`src/rtl/mult_operand_scheduler_if.sv`:
```
// Signal bundle between the operand scheduler, its producer, the sequential
// multiplier and the result consumer.
interface mult_operand_scheduler_if #(
  parameter int WIDTH = 8,
  parameter int DEPTH = 4
);
  localparam int CW = $clog2(DEPTH) + 1;

  // Both in_* and out_* ports are valid/ready: a transfer happens on a rising
  // clk edge where valid && ready, and the sender holds its data stable while
  // valid is high and ready is low.
  logic [WIDTH-1:0]   in_a;
  logic [WIDTH-1:0]   in_b;
  logic               in_valid;
  logic               in_ready;

  logic [WIDTH-1:0]   mul_a;
  logic [WIDTH-1:0]   mul_b;
  logic               mul_load;
  logic [2*WIDTH-1:0] mul_p;
  logic               mul_valid;

  logic [2*WIDTH-1:0] out_p;
  logic [WIDTH-1:0]   out_a;
  logic [WIDTH-1:0]   out_b;
  logic               out_valid;
  logic               out_ready;

  logic [CW-1:0]      fifo_count;
  logic               timeout_err;
  logic [2:0]         dbg_state;

  // Environment side: producer, multiplier and consumer.
  modport master (
    output in_a, in_b, in_valid, mul_p, mul_valid, out_ready,
    input  in_ready, mul_a, mul_b, mul_load, out_p, out_a, out_b, out_valid,
           fifo_count, timeout_err, dbg_state
  );

  // Scheduler side.
  modport slave (
    input  in_a, in_b, in_valid, mul_p, mul_valid, out_ready,
    output in_ready, mul_a, mul_b, mul_load, out_p, out_a, out_b, out_valid,
           fifo_count, timeout_err, dbg_state
  );
endinterface

```
`src/rtl/mult_operand_scheduler.sv`:
```
// Operand FIFO plus issue/settle/wait/hold sequencer in front of a multi-cycle
// multiplier; one operation is outstanding at a time.
module mult_operand_scheduler #(
  parameter int WIDTH   = 8,
  parameter int DEPTH   = 4,
  parameter int SETTLE  = 2,
  parameter int TIMEOUT = 32
) (
  input logic                      clk,
  input logic                      rst,
  mult_operand_scheduler_if.slave  bus
);
  localparam int AW = $clog2(DEPTH);
  localparam int CW = AW + 1;
  localparam int SW = (SETTLE > 1) ? $clog2(SETTLE) : 1;
  localparam int TW = (TIMEOUT > 1) ? $clog2(TIMEOUT) : 1;

  typedef enum logic [2:0] {
    S_IDLE   = 3'd0,
    S_ISSUE  = 3'd1,
    S_SETTLE = 3'd2,
    S_WAIT   = 3'd3,
    S_HOLD   = 3'd4
  } state_t;

  state_t             state;
  logic [2*WIDTH-1:0] mem [DEPTH];
  logic [AW-1:0]      wr_ptr;
  logic [AW-1:0]      rd_ptr;
  logic [CW-1:0]      count;
  logic [SW-1:0]      settle_cnt;
  logic [TW-1:0]      wait_cnt;
  logic               in_ready_c;
  logic               push;
  logic               pop;

  logic [WIDTH-1:0]   mul_a_q;
  logic [WIDTH-1:0]   mul_b_q;
  logic               mul_load_q;
  logic [2*WIDTH-1:0] out_p_q;
  logic [WIDTH-1:0]   out_a_q;
  logic [WIDTH-1:0]   out_b_q;
  logic               out_valid_q;
  logic               timeout_err_q;

  // Gated by rst so every output reads 0 while reset is held.
  assign in_ready_c = !rst && (count < CW'(DEPTH));
  assign push       = bus.in_valid && in_ready_c;
  assign pop        = (state == S_IDLE) && (count != '0);

  assign bus.in_ready    = in_ready_c;
  assign bus.fifo_count  = count;
  assign bus.dbg_state   = state;
  assign bus.mul_a       = mul_a_q;
  assign bus.mul_b       = mul_b_q;
  assign bus.mul_load    = mul_load_q;
  assign bus.out_p       = out_p_q;
  assign bus.out_a       = out_a_q;
  assign bus.out_b       = out_b_q;
  assign bus.out_valid   = out_valid_q;
  assign bus.timeout_err = timeout_err_q;

  // Storage needs no reset: the pointers and count define what is valid.
  always_ff @(posedge clk) begin
    if (push) begin
      mem[wr_ptr] <= {bus.in_a, bus.in_b};
    end
  end

  always_ff @(posedge clk or posedge rst) begin
    if (rst) begin
      wr_ptr <= '0;
      rd_ptr <= '0;
      count  <= '0;
    end else begin
      if (push) begin
        wr_ptr <= wr_ptr + AW'(1);
      end
      if (pop) begin
        rd_ptr <= rd_ptr + AW'(1);
      end
      case ({push, pop})
        2'b10:   count <= count + CW'(1);
        2'b01:   count <= count - CW'(1);
        default: count <= count;
      endcase
    end
  end

  always_ff @(posedge clk or posedge rst) begin
    if (rst) begin
      state         <= S_IDLE;
      settle_cnt    <= '0;
      wait_cnt      <= '0;
      mul_a_q       <= '0;
      mul_b_q       <= '0;
      mul_load_q    <= 1'b0;
      out_p_q       <= '0;
      out_a_q       <= '0;
      out_b_q       <= '0;
      out_valid_q   <= 1'b0;
      timeout_err_q <= 1'b0;
    end else begin
      case (state)
        S_IDLE: begin
          if (pop) begin
            {mul_a_q, mul_b_q} <= mem[rd_ptr];
            mul_load_q         <= 1'b1;
            state              <= S_ISSUE;
          end
        end
        S_ISSUE: begin
          mul_load_q <= 1'b0;
          settle_cnt <= '0;
          state      <= S_SETTLE;
        end
        // mul_valid may still be high from the previous result here; ignore it.
        S_SETTLE: begin
          if (settle_cnt == SW'(SETTLE - 1)) begin
            wait_cnt <= '0;
            state    <= S_WAIT;
          end else begin
            settle_cnt <= settle_cnt + SW'(1);
          end
        end
        S_WAIT: begin
          if (bus.mul_valid) begin
            out_p_q     <= bus.mul_p;
            out_a_q     <= mul_a_q;
            out_b_q     <= mul_b_q;
            out_valid_q <= 1'b1;
            state       <= S_HOLD;
          end else if (wait_cnt == TW'(TIMEOUT - 1)) begin
            timeout_err_q <= 1'b1;
            state         <= S_IDLE;
          end else begin
            wait_cnt <= wait_cnt + TW'(1);
          end
        end
        S_HOLD: begin
          if (out_valid_q && bus.out_ready) begin
            out_valid_q <= 1'b0;
            state       <= S_IDLE;
          end
        end
        default: begin
          mul_load_q <= 1'b0;
          state      <= S_IDLE;
        end
      endcase
    end
  end
endmodule

```
`src/flat_wrapper.sv`:
```
// flat-port wrapper written by rule: the top's interface ports become plain ports
module mult_operand_scheduler_flat 
#(
  parameter int WIDTH   = 8,
  parameter int DEPTH   = 4,
  parameter int SETTLE  = 2,
  parameter int TIMEOUT = 32
)
  (clk, rst, bus_in_a, bus_in_b, bus_in_valid, bus_mul_p, bus_mul_valid, bus_out_ready, bus_in_ready, bus_mul_a, bus_mul_b, bus_mul_load, bus_out_p, bus_out_a, bus_out_b, bus_out_valid, bus_fifo_count, bus_timeout_err, bus_dbg_state);
  mult_operand_scheduler_if #(.WIDTH(WIDTH), .DEPTH(DEPTH)) bus_i ();
  input logic clk;
  input logic rst;
  input wire logic [$bits(bus_i.in_a)-1:0] bus_in_a;
  input wire logic [$bits(bus_i.in_b)-1:0] bus_in_b;
  input wire logic [$bits(bus_i.in_valid)-1:0] bus_in_valid;
  input wire logic [$bits(bus_i.mul_p)-1:0] bus_mul_p;
  input wire logic [$bits(bus_i.mul_valid)-1:0] bus_mul_valid;
  input wire logic [$bits(bus_i.out_ready)-1:0] bus_out_ready;
  output wire logic [$bits(bus_i.in_ready)-1:0] bus_in_ready;
  output wire logic [$bits(bus_i.mul_a)-1:0] bus_mul_a;
  output wire logic [$bits(bus_i.mul_b)-1:0] bus_mul_b;
  output wire logic [$bits(bus_i.mul_load)-1:0] bus_mul_load;
  output wire logic [$bits(bus_i.out_p)-1:0] bus_out_p;
  output wire logic [$bits(bus_i.out_a)-1:0] bus_out_a;
  output wire logic [$bits(bus_i.out_b)-1:0] bus_out_b;
  output wire logic [$bits(bus_i.out_valid)-1:0] bus_out_valid;
  output wire logic [$bits(bus_i.fifo_count)-1:0] bus_fifo_count;
  output wire logic [$bits(bus_i.timeout_err)-1:0] bus_timeout_err;
  output wire logic [$bits(bus_i.dbg_state)-1:0] bus_dbg_state;
  assign bus_i.in_a = bus_in_a;
  assign bus_i.in_b = bus_in_b;
  assign bus_i.in_valid = bus_in_valid;
  assign bus_i.mul_p = bus_mul_p;
  assign bus_i.mul_valid = bus_mul_valid;
  assign bus_i.out_ready = bus_out_ready;
  assign bus_in_ready = bus_i.in_ready;
  assign bus_mul_a = bus_i.mul_a;
  assign bus_mul_b = bus_i.mul_b;
  assign bus_mul_load = bus_i.mul_load;
  assign bus_out_p = bus_i.out_p;
  assign bus_out_a = bus_i.out_a;
  assign bus_out_b = bus_i.out_b;
  assign bus_out_valid = bus_i.out_valid;
  assign bus_fifo_count = bus_i.fifo_count;
  assign bus_timeout_err = bus_i.timeout_err;
  assign bus_dbg_state = bus_i.dbg_state;
  mult_operand_scheduler #(.WIDTH(WIDTH), .DEPTH(DEPTH), .SETTLE(SETTLE), .TIMEOUT(TIMEOUT)) u_core (.clk(clk), .rst(rst), .bus(bus_i));
endmodule
```
`config.mk`:
```
export PLATFORM = sky130hd
export DESIGN_NAME = mult_operand_scheduler_flat
export DESIGN_NICKNAME = d
export VERILOG_FILES = /design/src/rtl/mult_operand_scheduler_if.sv /design/src/rtl/mult_operand_scheduler.sv /design/src/flat_wrapper.sv
export SDC_FILE = /design/constraint.sdc
export NUM_CORES = 1
export LEC_CHECK = 0
export CAP_MARGIN = 20
export CORE_MARGIN = 2
export CORE_UTILIZATION = 40
export DETAILED_ROUTE_END_ITERATION = 16
export GPL_ROUTABILITY_DRIVEN = 1
export PLACE_DENSITY = 0.75
export REMOVE_ABC_BUFFERS = 1
export SLEW_MARGIN = 20
export SYNTH_ARGS = -nofsm -noshare
export SYNTH_HDL_FRONTEND = slang
export SYNTH_SLANG_ARGS = --single-unit
```
`constraint.sdc`:
```
create_clock -name clk -period 2.45 [get_ports clk]
set_clock_uncertainty 0.15 [all_clocks]
set_input_delay 0.49 -clock clk [delete_from_list [all_inputs] [get_ports clk]]
set_output_delay 0.49 -clock clk [all_outputs]
set_load 0.01 [all_outputs]
```
==> impl_metrics.env <==
export IMPL_status="completed"
export IMPL_met1_length_mm=4.030
export IMPL_syn2layout_area_growth_pct=36.51
export IMPL_drtPass1Iterations=4
export IMPL_hp_class="reg2reg"
export IMPL_synth_edf_count=64
export IMPL_avgSynthCellArea_um2=18.15
export IMPL_wl_met2_mm=5.046
export IMPL_synth_async_reset_ratio=0.5115
export IMPL_core_area_um2=12670
export IMPL_ir_drop_mv=0.6341
export IMPL_fp_row_count=41
export IMPL_yosysSeqAreaShare=0.6932
export IMPL_setup_violations=0
export IMPL_maxSlewHeadroom=0.7131
export IMPL_nets=450
export IMPL_routed_wl_mm=9.589
export IMPL_cp_num_buf_inv=3
export IMPL_hold_path_startpoint="u_core.bus.timeout_err"
export IMPL_crit_slowest_cell="clkdlybuf4s50_1"
export IMPL_fin_crit_sh=0.9630
export IMPL_reg2reg_from="u_core.wait_cnt[0]"
export IMPL_drt_initial_drc_count=113
export IMPL_crit_required_ns=1.81
export IMPL_drtAntennaViolNets=0
export IMPL_place_area_um2=6447
export IMPL_start_util=0.4097
export IMPL_grt_max_degree=68
export IMPL_finish_utilization=0.5593
export IMPL_crit_fanout=5
export IMPL_clk_pin_slew_worst_paths_ns=0.06
export IMPL_diodes=0
export IMPL_syn_area_um2=5191
export IMPL_synth_most_common_cell="dfrtp_1"
export IMPL_antenna_found_initial=0
export IMPL_ys_flop_type="dfrtp_1"
export IMPL_die_area_um2=13910
export IMPL_path_common_cell="clkdlybuf4s50_1"
export IMPL_slew_violations=0
export IMPL_min_period_ns=2.359
export IMPL_synth_top_area_share=0.3702
export IMPL_multi_input_area_um2=1461
export IMPL_critPathLaunch="rst"
export IMPL_drive_gt1_frac=0.2847
export IMPL_cts_root_buf="clkbuf_16"
export IMPL_cp_data_arrival_time_ns=1.72
export IMPL_hold_buffers=0
export IMPL_gr_total_overflow=0
export IMPL_synth_seq_cells=131
export IMPL_drc=0
export IMPL_highest_layer="met4"
export IMPL_clk_insertion_delay_late_ns=0.41
export IMPL_wl_met3_um=374
export IMPL_path_class="in2out"
export IMPL_cpPeakStageDelay_ns=0.53
export IMPL_ctsResizeCount=0
export IMPL_synthTopCellsByCount="dfrtp_1 (67), edfxtp_1 (64), mux2_2 (42), mux4_2 (16), inv_1 (9)"
export IMPL_leakage_nw=2.755
export IMPL_num_fill_cells=1016
export IMPL_worstPathCellList="clkdlybuf4s50_1 > nor2_1 > buf_4 > clkdlybuf4s50_1"
export IMPL_stdcell_area_um2=7087
export IMPL_hold_viol=0
export IMPL_fin_hold_ws_ns=0.3141
export IMPL_fmax_ghz=0.4238
export IMPL_io_buffers=94
export IMPL_dr_total_vias=2862
export IMPL_grt_pass1_wl_mm=15.85
export IMPL_ioPinCount=95
export IMPL_regArea_um2=3598
export IMPL_cts_buffers=17
export IMPL_routed_via_density=4.851
export IMPL_die_w_um=117.9
export IMPL_dp_hpwl_mm=6.156
export IMPL_critical_path_top_delay_family="buffers and inverters"
export IMPL_grt_util_all_layers=0.1489
export IMPL_post_cts_buffers=0
export IMPL_end_kind="output port"
export IMPL_ys_types=45
export IMPL_cts_buffer_depth=2
export IMPL_cts_tree="built"
export IMPL_start_kind="primary input"
export IMPL_grt_pass1_vias=3030
export IMPL_grt_setup_unrepaired="false"
export IMPL_synthTopCellsByArea="edfxtp_1 (37%), dfrtp_1 (32%), mux2_2 (9.1%)"
export IMPL_power_density_nw_per_um2=1311
export IMPL_worst_slew_pin_slew_ns=0.4271
export IMPL_globalplace_congestion=0.7062
export IMPL_cts_htree_levels=4
export IMPL_wl_per_cell_um=16.25
export IMPL_synthCells=286
export IMPL_cap_viol_max_count=0
export IMPL_synth_area_leader_cell="edfxtp_1"
export IMPL_yosys_warnings=0
export IMPL_cts_sinks=131
export IMPL_die_h_um=117.9
[metrics by stage]
stage                     total power (W)  setup TNS [ns]  setup WS [ns]  std cells
after floorplan                  0.005090         -0.2908        -0.2360        274
after global placement           0.006568               0        0.01049        558
after detailed placement         0.006662        -0.05273       -0.05273        558
after CTS                        0.009405               0        0.08056        590
after global routing             0.009777               0        0.03120        590
final                            0.009291               0        0.09060        590
[area by class of cell]
class / count / area share
sequential: 131 / 0.5078
clock inverter: 14 / 0.02966
inverter: 9 / 0.004767
clock buffer: 18 / 0.06056
multi-input combinational: 134 / 0.2062
tap: 172 / 0.03037
timing repair buffer: 112 / 0.1607
[cell families after synthesis]
logic type,after synthesis,share of synthesized area
compound gates,17,0.02290
xor+xnor,6,0.01012
fa+ha+maj,8,0.02073
buf+inv,21,0.02531
flops,131,0.6932
mux,68,0.1875
simple gates,35,0.04026
[flip-flops by register name (all words and copies together), names as in the netlist, 3 cells and up]
| signal | count |
|---|---|
| u_core.bus.dbg_state | 3 |
| u_core.bus.fifo_count | 3 |
| u_core.bus.mul_a | 8 |
| u_core.bus.mul_b | 8 |
| u_core.bus.out_a | 8 |
| u_core.bus.out_b | 8 |
| u_core.bus.out_p | 16 |
| u_core.mem | 64 |
| u_core.wait_cnt | 5 |
[power by group]
| group | leakage (nW) | switching [W] | internal, W |
|---|---|---|---|
| Combinational | 1.08 | 0.00128 | 0.00196 |
| Sequential | 1.38 | 0.000371 | 0.00295 |
| Clock | 0.298 | 0.000923 | 0.00180 |
| Total | 2.76 | 0.00258 | 0.00671 |
[placed cells by master (no fill, tap or decap), types with 7 or more instances in the layout]
cell type / instances
clkdlybuf4s50_1: 94
inv_1: 8
buf_4: 13
ha_1: 7
mux2_4: 8
mux4_2: 16
dfrtp_1: 67
clkbuf_16: 17
edfxtp_1: 64
mux2_2: 42
[metal layers]
layer / global-route usage / up-vias
met5: 0 / -
met4: 0.06099 / 0
met3: 0.04554 / 13
met2: 0.2496 / 54
met1: 0.1790 / 1479
li1: - / 1316
[worst paths after layout]
kind,slack (ns),depth (start not counted),endpoint
setup / recovery,0.09,4,bus_in_ready
hold / removal,0.31,1,u_core.bus.timeout_err
setup reg to reg,0.29,6,u_core.wait_cnt[2]
hold reg to reg,0.31,1,u_core.bus.timeout_err
max in group asynchronous,1.49,3,u_core.bus.mul_b[2]
min in group asynchronous,0.37,3,u_core.bus.out_p[5]
Power figures use the tool's default switching activity.
